## src/rtl/seven_seg_mux_driver.sv

```systemverilog
// seven_seg_mux_driver
// Time-multiplexes a captured pair of hex digits onto one shared active-low
// 7-segment bus with two active-low anode selects. A one-hot refresh FSM
// alternates right/left phases with a blanking gap at every switch, and the
// digit pair is latched once per frame so a display never shows a torn pair.
module seven_seg_mux_driver #(
  parameter logic [23:0] REFRESH_COUNT = 24'd100000,
  parameter logic [7:0]  BLANK_CYCLES  = 8'd16
) (
  input  logic       clk,
  input  logic       reset,
  input  logic [3:0] left,
  input  logic [3:0] right,
  input  logic       disp_en,
  output logic [6:0] seg,
  output logic       an_left,
  output logic       an_right
);

  typedef enum logic [3:0] {
    BLANK_L2R = 4'b0001,
    SHOW_R    = 4'b0010,
    BLANK_R2L = 4'b0100,
    SHOW_L    = 4'b1000
  } state_t;

  // Terminal counts for the two kinds of phase.
  localparam logic [23:0] SHOW_LAST  = REFRESH_COUNT - 24'd1;
  localparam logic [23:0] BLANK_LAST = {16'd0, BLANK_CYCLES} - 24'd1;

  localparam logic [6:0] SEG_OFF = 7'h7F;

  state_t      state_r;
  logic [23:0] cnt_r;
  logic [3:0]  l_sh_r;
  logic [3:0]  r_sh_r;

  // Hex digit to active-low {g,f,e,d,c,b,a} cathode pattern.
  function automatic logic [6:0] hex_to_seg(input logic [3:0] digit);
    logic [6:0] pattern;
    case (digit)
      4'h0:    pattern = 7'b1000000;
      4'h1:    pattern = 7'b1111001;
      4'h2:    pattern = 7'b0100100;
      4'h3:    pattern = 7'b0110000;
      4'h4:    pattern = 7'b0011001;
      4'h5:    pattern = 7'b0010010;
      4'h6:    pattern = 7'b0000010;
      4'h7:    pattern = 7'b1111000;
      4'h8:    pattern = 7'b0000000;
      4'h9:    pattern = 7'b0010000;
      4'hA:    pattern = 7'b0001000;
      4'hB:    pattern = 7'b0000011;
      4'hC:    pattern = 7'b1000110;
      4'hD:    pattern = 7'b0100001;
      4'hE:    pattern = 7'b0000110;
      4'hF:    pattern = 7'b0001110;
      default: pattern = SEG_OFF;
    endcase
    return pattern;
  endfunction

  // Refresh FSM: phase counter, state sequencing and once-per-frame digit capture.
  always_ff @(posedge clk or posedge reset) begin
    if (reset) begin
      state_r <= BLANK_L2R;
      cnt_r   <= 24'd0;
      l_sh_r  <= 4'd0;
      r_sh_r  <= 4'd0;
    end else begin
      case (state_r)
        BLANK_L2R: begin
          if (cnt_r == BLANK_LAST) begin
            state_r <= SHOW_R;
            cnt_r   <= 24'd0;
            // Frame boundary: both digits are taken from the same edge.
            l_sh_r  <= left;
            r_sh_r  <= right;
          end else begin
            cnt_r <= cnt_r + 24'd1;
          end
        end
        SHOW_R: begin
          if (cnt_r == SHOW_LAST) begin
            state_r <= BLANK_R2L;
            cnt_r   <= 24'd0;
          end else begin
            cnt_r <= cnt_r + 24'd1;
          end
        end
        BLANK_R2L: begin
          if (cnt_r == BLANK_LAST) begin
            state_r <= SHOW_L;
            cnt_r   <= 24'd0;
          end else begin
            cnt_r <= cnt_r + 24'd1;
          end
        end
        SHOW_L: begin
          if (cnt_r == SHOW_LAST) begin
            state_r <= BLANK_L2R;
            cnt_r   <= 24'd0;
          end else begin
            cnt_r <= cnt_r + 24'd1;
          end
        end
        default: begin
          // Corrupted one-hot code: restart the frame from the blank gap.
          state_r <= BLANK_L2R;
          cnt_r   <= 24'd0;
        end
      endcase
    end
  end

  // Output decode: only a show phase with the display enabled lights one anode.
  always_comb begin
    seg      = SEG_OFF;
    an_left  = 1'b1;
    an_right = 1'b1;
    if (disp_en) begin
      case (state_r)
        SHOW_R: begin
          seg      = hex_to_seg(r_sh_r);
          an_right = 1'b0;
          an_left  = 1'b1;
        end
        SHOW_L: begin
          seg      = hex_to_seg(l_sh_r);
          an_left  = 1'b0;
          an_right = 1'b1;
        end
        default: begin
          seg      = SEG_OFF;
          an_left  = 1'b1;
          an_right = 1'b1;
        end
      endcase
    end else begin
      seg      = SEG_OFF;
      an_left  = 1'b1;
      an_right = 1'b1;
    end
  end

endmodule
```

## config.mk

```make
export PLATFORM = sky130hd
export DESIGN_NAME = seven_seg_mux_driver
export DESIGN_NICKNAME = d
export VERILOG_FILES = /design/src/rtl/seven_seg_mux_driver.sv
export SDC_FILE = /design/constraint.sdc
export NUM_CORES = 1
export LEC_CHECK = 0
export CELL_PAD_IN_SITES_DETAIL_PLACEMENT = 1
export CELL_PAD_IN_SITES_GLOBAL_PLACEMENT = 1
export CORE_AREA = 2 2 105 76
export CTS_BUF_LIST = sky130_fd_sc_hd__clkbuf_8 sky130_fd_sc_hd__clkbuf_16
export DETAILED_ROUTE_END_ITERATION = 6
export DIE_AREA = 0 0 107 78
export HOLD_SLACK_MARGIN = 0.15
export PLACE_DENSITY_LB_ADDON = 0.1
export SKIP_LAST_GASP = 1
export SLEW_MARGIN = 30
export SYNTH_ARGS = -nofsm -noshare
export SYNTH_HDL_FRONTEND = slang
export SYNTH_SLANG_ARGS = --single-unit
```

## constraint.sdc

```tcl
create_clock -name clk -period 1.9 [get_ports clk]
set_clock_uncertainty 0.05 [all_clocks]
set_input_delay 0.19 -clock clk [delete_from_list [all_inputs] [get_ports clk]]
set_output_delay 0.19 -clock clk [all_outputs]
set_load 0.03 [all_outputs]
```

=== Yosys cells after proc, flatten, opt, wreduce, memory -nomap -nowiden ===
Memories as Yosys holds them, arrays and structs flattened.
Index checks and enable logic that the tools add are counted.
W data, S select, Z words.

* Bits in read-only memories: 224
* Bits in latches: 0
* Input port bits: 11
* Memories kept: 2
* RAM bits: 0
* Register bits: 36
* Output and inout port bits: 9

{| class="wikitable"
|+ Memory list
! name !! words !! bits a word !! read ports !! clocked after memory_dff !! wr ports !! line !! RTL
|-
| (no name shown) || 16 || 7 || 1 || 0 || 0 || 41 || <nowiki>case (digit)</nowiki>
|-
| (no name shown) || 16 || 7 || 1 || 0 || 0 || 41 ||
|}

* Equality and inequality tests: 10
* $mul: 0
* Shift operators: 0
* Reduce and logical (&&, ||, !) cells: 4
* $add $sub $neg: 1
* Bitwise operators: 0
* $lt $le $gt $ge: 0
* Divide/modulo/power cells: 0
* Muxes and demuxes: 14

{| class="wikitable"
|+ Operators by type and width
! kind !! number
|-
| $mux W24 || 2
|-
| $pmux W24 S2 || 1
|-
| $add A24 B1 Y24 const B || 1
|-
| $eq A24 B17 Y1 const B || 1
|-
| $eq A24 B4 Y1 const B || 1
|-
| $mux W4 || 4
|-
| $pmux W4 S4 || 1
|-
| $pmux W7 S2 || 1
|-
| $ne A2 B2 Y1 const B || 4
|-
| $mux W7 || 1
|-
| $eq A4 B1 Y1 const B || 1
|-
| $eq A4 B2 Y1 const B || 1
|-
| $eq A4 B3 Y1 const B || 1
|-
| $eq A4 B4 Y1 const B || 1
|-
| $mux W1 || 4
|-
| $reduce_and A4 Y1 || 1
|-
| $reduce_or A2 Y1 || 2
|-
| $reduce_and A2 Y1 || 1
|}

=== Logic depth before layout (Yosys ltp) ===
* Depth after elaboration: 3
* Gate-level depth with buffers: 6
* Gate-level depth less buffers: 6

=== Worst setup path before layout ===
Ideal clock, no wire load.

* Kind: flip-flop to flip-flop
* Start point: register cnt_r[0]
* End point: register state_r[2]
* Cell stages (with the launch flop): 6
* Required time: 1.756 ns
* Setup slack: -0.196 ns
* Data arrival time: 1.952 ns
* Cells stage by stage: dfrtp_1 -> ha_1 -> nand3_4 -> or4_4 -> or4b_1 -> a211oi_1

* Longest elaborated chain between the ends: 3
* Elaborated cells between the ends (all ways): 7

{| class="wikitable"
|+ RTL lines
! item !! line !! RTL
|-
| from (decl) || 34 || <nowiki>logic [23:0] cnt_r;</nowiki>
|-
| from (signal assigned) || 80 || <nowiki>cnt_r <= cnt_r + 24'd1;</nowiki>
|-
| from (signal assigned) || 88 || <nowiki>cnt_r <= cnt_r + 24'd1;</nowiki>
|-
| from (signal assigned) || 96 || <nowiki>cnt_r <= cnt_r + 24'd1;</nowiki>
|-
| $eq A24 B17 Y1 / $eq A24 B4 Y1 (equally long branches) || n/a ||
|-
| $ne A2 B2 Y1 (no line) || n/a ||
|-
| $reduce_and A4 Y1 (no line) (*) || n/a ||
|-
| to (signal assigned) || 85 || <nowiki>state_r <= BLANK_R2L;</nowiki>
|-
| to (signal assigned) || 93 || <nowiki>state_r <= SHOW_L;</nowiki>
|-
| to (signal assigned) || 101 || <nowiki>state_r <= BLANK_L2R;</nowiki>
|-
| to (decl) || 33 || <nowiki>state_t state_r;</nowiki>
|}

Mark *: on every way between the ends. The rest lies on a longest branch, timed or not.
A chain may end at the register's enable or synchronous reset.

=== Final worst setup path ===
* Start point: register cnt_r[8]
* End point: register cnt_r[5]

* Longest elaborated chain between the ends: 3
* Elaborated cells between the ends (all ways): 5

{| class="wikitable"
|+ RTL lines
! item !! line !! RTL
|-
| $eq A24 B17 Y1 / $eq A24 B4 Y1 (equally long branches) || n/a ||
|-
| $mux W24, on equally long branches || n/a ||
|-
| $pmux W24 S2 (*) || 71 || <nowiki>case (state_r)</nowiki>
|}

Marked as above.

==> flow_metrics.env <==
export IMPL_layout_min_cycle_time_ns=2.04
export IMPL_drv_cap=0
export IMPL_cts_buffer_depth=2
export IMPL_syn_inst=268
export IMPL_clock_fmax_mhz=491
export IMPL_outcome="finished, violations left"
export IMPL_rsz0062_at_grt="yes"
export IMPL_hold_path_class="input port to asynchronous set/reset pin"
export IMPL_finalNetCount=366
export IMPL_boundaryPins=20
export IMPL_max_slew_margin=0.681
export IMPL_dieArea_sq_um=8350
export IMPL_fin_setup_tns_ns=-3.60
export IMPL_routedWlPerCell_microns=17.4
export IMPL_cp_endpoint="cnt_r[5]"
export IMPL_synth_area_sq_um=2440
export IMPL_p_total_w=0.00163
export IMPL_synth_edf_count=0
export IMPL_placed_area_sq_um=3110
export IMPL_track_usage=0.187
export IMPL_crit_family="simple AND/OR/NAND/NOR gates"
export IMPL_ys_ff_latch=36
export IMPL_fin_crit_sh=1.07
export IMPL_critPathSlowestCell="or4_4"
export IMPL_globalRouteOverflowTotal=0
export IMPL_gp_congestion=0.791
export IMPL_mostFrequentLayoutCell="buf_4"
export IMPL_fin_area_sq_um=3630
export IMPL_root_buffer="clkbuf_8"
export IMPL_syn_nets=294
export IMPL_r2r_start="cnt_r[8]"
export IMPL_final_antenna_net_count=0
export IMPL_h_tree_depth=2
export IMPL_path_max_fanout=12
export IMPL_area_growth_pct=48.6
export IMPL_cts_tree="built"
export IMPL_ir_drop_uv=238
export IMPL_cp_slowest_stage_delay_ns=0.53
export IMPL_start_util=0.337
export IMPL_cp_start_kind="flip-flop"
export IMPL_rr_endpoint="cnt_r[5]"
export IMPL_ys_types=47
export IMPL_grt_max_degree=37
export IMPL_yosysTopAreaCell="dfrtp_1"
export IMPL_dieWidth_microns=107
export IMPL_grt_pass1_vias=2384
export IMPL_ys_dominant_reg_cell="dfrtp_1"
export IMPL_drc=0
export IMPL_slew_violations=0
export IMPL_cts_sinks=36
export IMPL_arrival_ns=2.15
export IMPL_core_sq_um=7250
export IMPL_row_count=26
export IMPL_r2r_cells=6
export IMPL_fin_ws_ns=-0.135
export IMPL_setup_viol_count_final=40
export IMPL_drive_above_1_share=0.411
export IMPL_power_density_nw_per_um2=448
export IMPL_via_per_inst=5.16
export IMPL_ys_warn_count=0
export IMPL_via_count=2266
export IMPL_critical_path_buf_inv_count=2
export IMPL_power_leakage_nw=1.54
export IMPL_totalWireLength_microns=7620
export IMPL_cp_end_kind="flip-flop"
export IMPL_path_cells="or2_1 > or4_4 > buf_6 > o21ai_4 > clkbuf_16 > a21oi_1"
export IMPL_cp_required_ns=2.02
export IMPL_syn_avg_cell_area_sq_um=9.12
export IMPL_cp_depth=6
export IMPL_cts_hold_buf=0
export IMPL_clock_latency_ns=0.29
export IMPL_r2r_setup_slack_ns=-0.14
export IMPL_n_fill_cell=816
export IMPL_ys_seq_area_frac=0.369
export IMPL_numCtsBuffers=5
export IMPL_dp_hpwl_microns=5110
export IMPL_grt_pass1_wl_microns=12400
export IMPL_synth_largest_type_area_fraction=0.358
export IMPL_antenna_cells=0
export IMPL_finalHoldViolCount=0
export IMPL_drtIter0Drc=107
export IMPL_die_h_microns=78
export IMPL_synth_async_reset_ratio=1.00
export IMPL_layout_common_cells="buf_4, dfrtp_1, nand2_1"
export IMPL_violations="setup timing"
export IMPL_crit_start="cnt_r[8]"
export IMPL_tightest_slew_ns=0.479
export IMPL_yosys_top_cells_area="dfrtp_1, ha_1, xnor2_1, a21oi_1, mux2_2"
export IMPL_port_buffers=19
export IMPL_antenna_found_initial=0
export IMPL_worstSetupPathType="flip-flop to flip-flop"
export IMPL_clkTransAtPathRegs_ns=0.08
export IMPL_dr_pass1_iters=5
-- metrics by stage --
| step | hold slack [ns] | util | instances | worst slack, ns |
|---|---|---|---|---|
| final | 0.265 | 0.501 | 439 | -0.135 |
| after global routing | 0.336 | 0.501 | 439 | -0.201 |
| after CTS | 0.282 | 0.468 | 436 | -0.111 |
| after detailed placement | 0.524 | 0.428 | 420 | -0.114 |
| after global placement | 0.510 | 0.428 | 420 | -0.225 |
| after floorplan | 0.288 | - | 268 | -0.117 |
-- what timing repair did --
action                     CTS  global route
gates cloned                 0             2
setup endpoints to repair   44            45
setup buffers                8             1
resized for setup           42            46
pin swaps                   10            26
-- logic make-up (layout without fill, tap and decap cells) --
| logic type | after synthesis | count (layout) | share of synthesized area |
|---|---|---|---|
| AOI/OAI and AO/OA | 63 | 63 | 0.157 |
| xor gates and xnor gates | 16 | 16 | 0.0573 |
| adders and majority gates | 15 | 15 | 0.0768 |
| buffers and inverters | 26 | 99 | 0.0420 |
| DFF | 36 | 36 | 0.369 |
| muxes | 11 | 11 | 0.0491 |
| and+or+nand+nor | 101 | 101 | 0.249 |
-- worst register-to-register path: stages, from the launching register on --
cell and delay (ns):
dfrtp_1 0.38, or2_1 0.26, or4_4 0.53, buf_6 0.15, o21ai_4 0.24, clkbuf_16 0.23
a21oi_1 0.08
-- registers in the layout, summed over array words and instances (netlist names) --
| signal | flops |
|---|---|
| state_r | 4 |
| cnt_r | 24 |
| l_sh_r | 4 |
| r_sh_r | 4 |
-- per-layer routing --
metal,share of wire,vias to the layer above,routed length (microns),track usage
li1,-,1119,-,-
met1,0.54,1118,4140,0.296
met2,0.42,24,3220,0.268
met3,0.030,5,232,0.0311
met4,0.0041,0,31,0.0234
met5,0,-,0,0
-- power by group --
group | internal (W) | switching (W) | total [W]
Sequential | 0.000775 | 0.0000260 | 0.000801
Combinational | 0.000100 | 0.000110 | 0.000211
Clock | 0.000326 | 0.000290 | 0.000616
-- worst min path at each step --
| stage | startpoint | to | slack (ns) | cells after the start |
|---|---|---|---|---|
| after CTS | reset | cnt_r[9] | 0.28 | 3 |
| after global routing | reset | cnt_r[9] | 0.34 | 3 |
| final | reset | cnt_r[9] | 0.26 | 3 |
| after floorplan | left[0] | l_sh_r[0] | 0.29 | 1 |
| after detailed placement | cnt_r[23] | cnt_r[23] | 0.52 | 2 |
| after global placement | cnt_r[14] | cnt_r[14] | 0.51 | 2 |
-- area by class of cell --
class / instances / area (sq um) / area share
inverters: 10 / 45.0 / 0.0124
clock inverters: 1 / 3.75 / 0.00103
well taps: 98 / 123 / 0.0338
flip-flops and latches: 36 / 910 / 0.250
repair buffers: 81 / 752 / 0.207
clock buffers: 7 / 96.3 / 0.0265
multi-input cells: 206 / 1700 / 0.469
-- synth_stat cells (8+ instances only) --
library cell,n
a21oi_1,19
a22oi_1,9
clkbuf_1,11
dfrtp_1,35
ha_1,15
inv_1,10
mux2_2,8
nand2_1,24
nand2b_1,9
nand3_1,15
o211ai_1,9
o21ai_0,14
or3_1,9
xnor2_1,11
(Power assumes the default switching activity.)
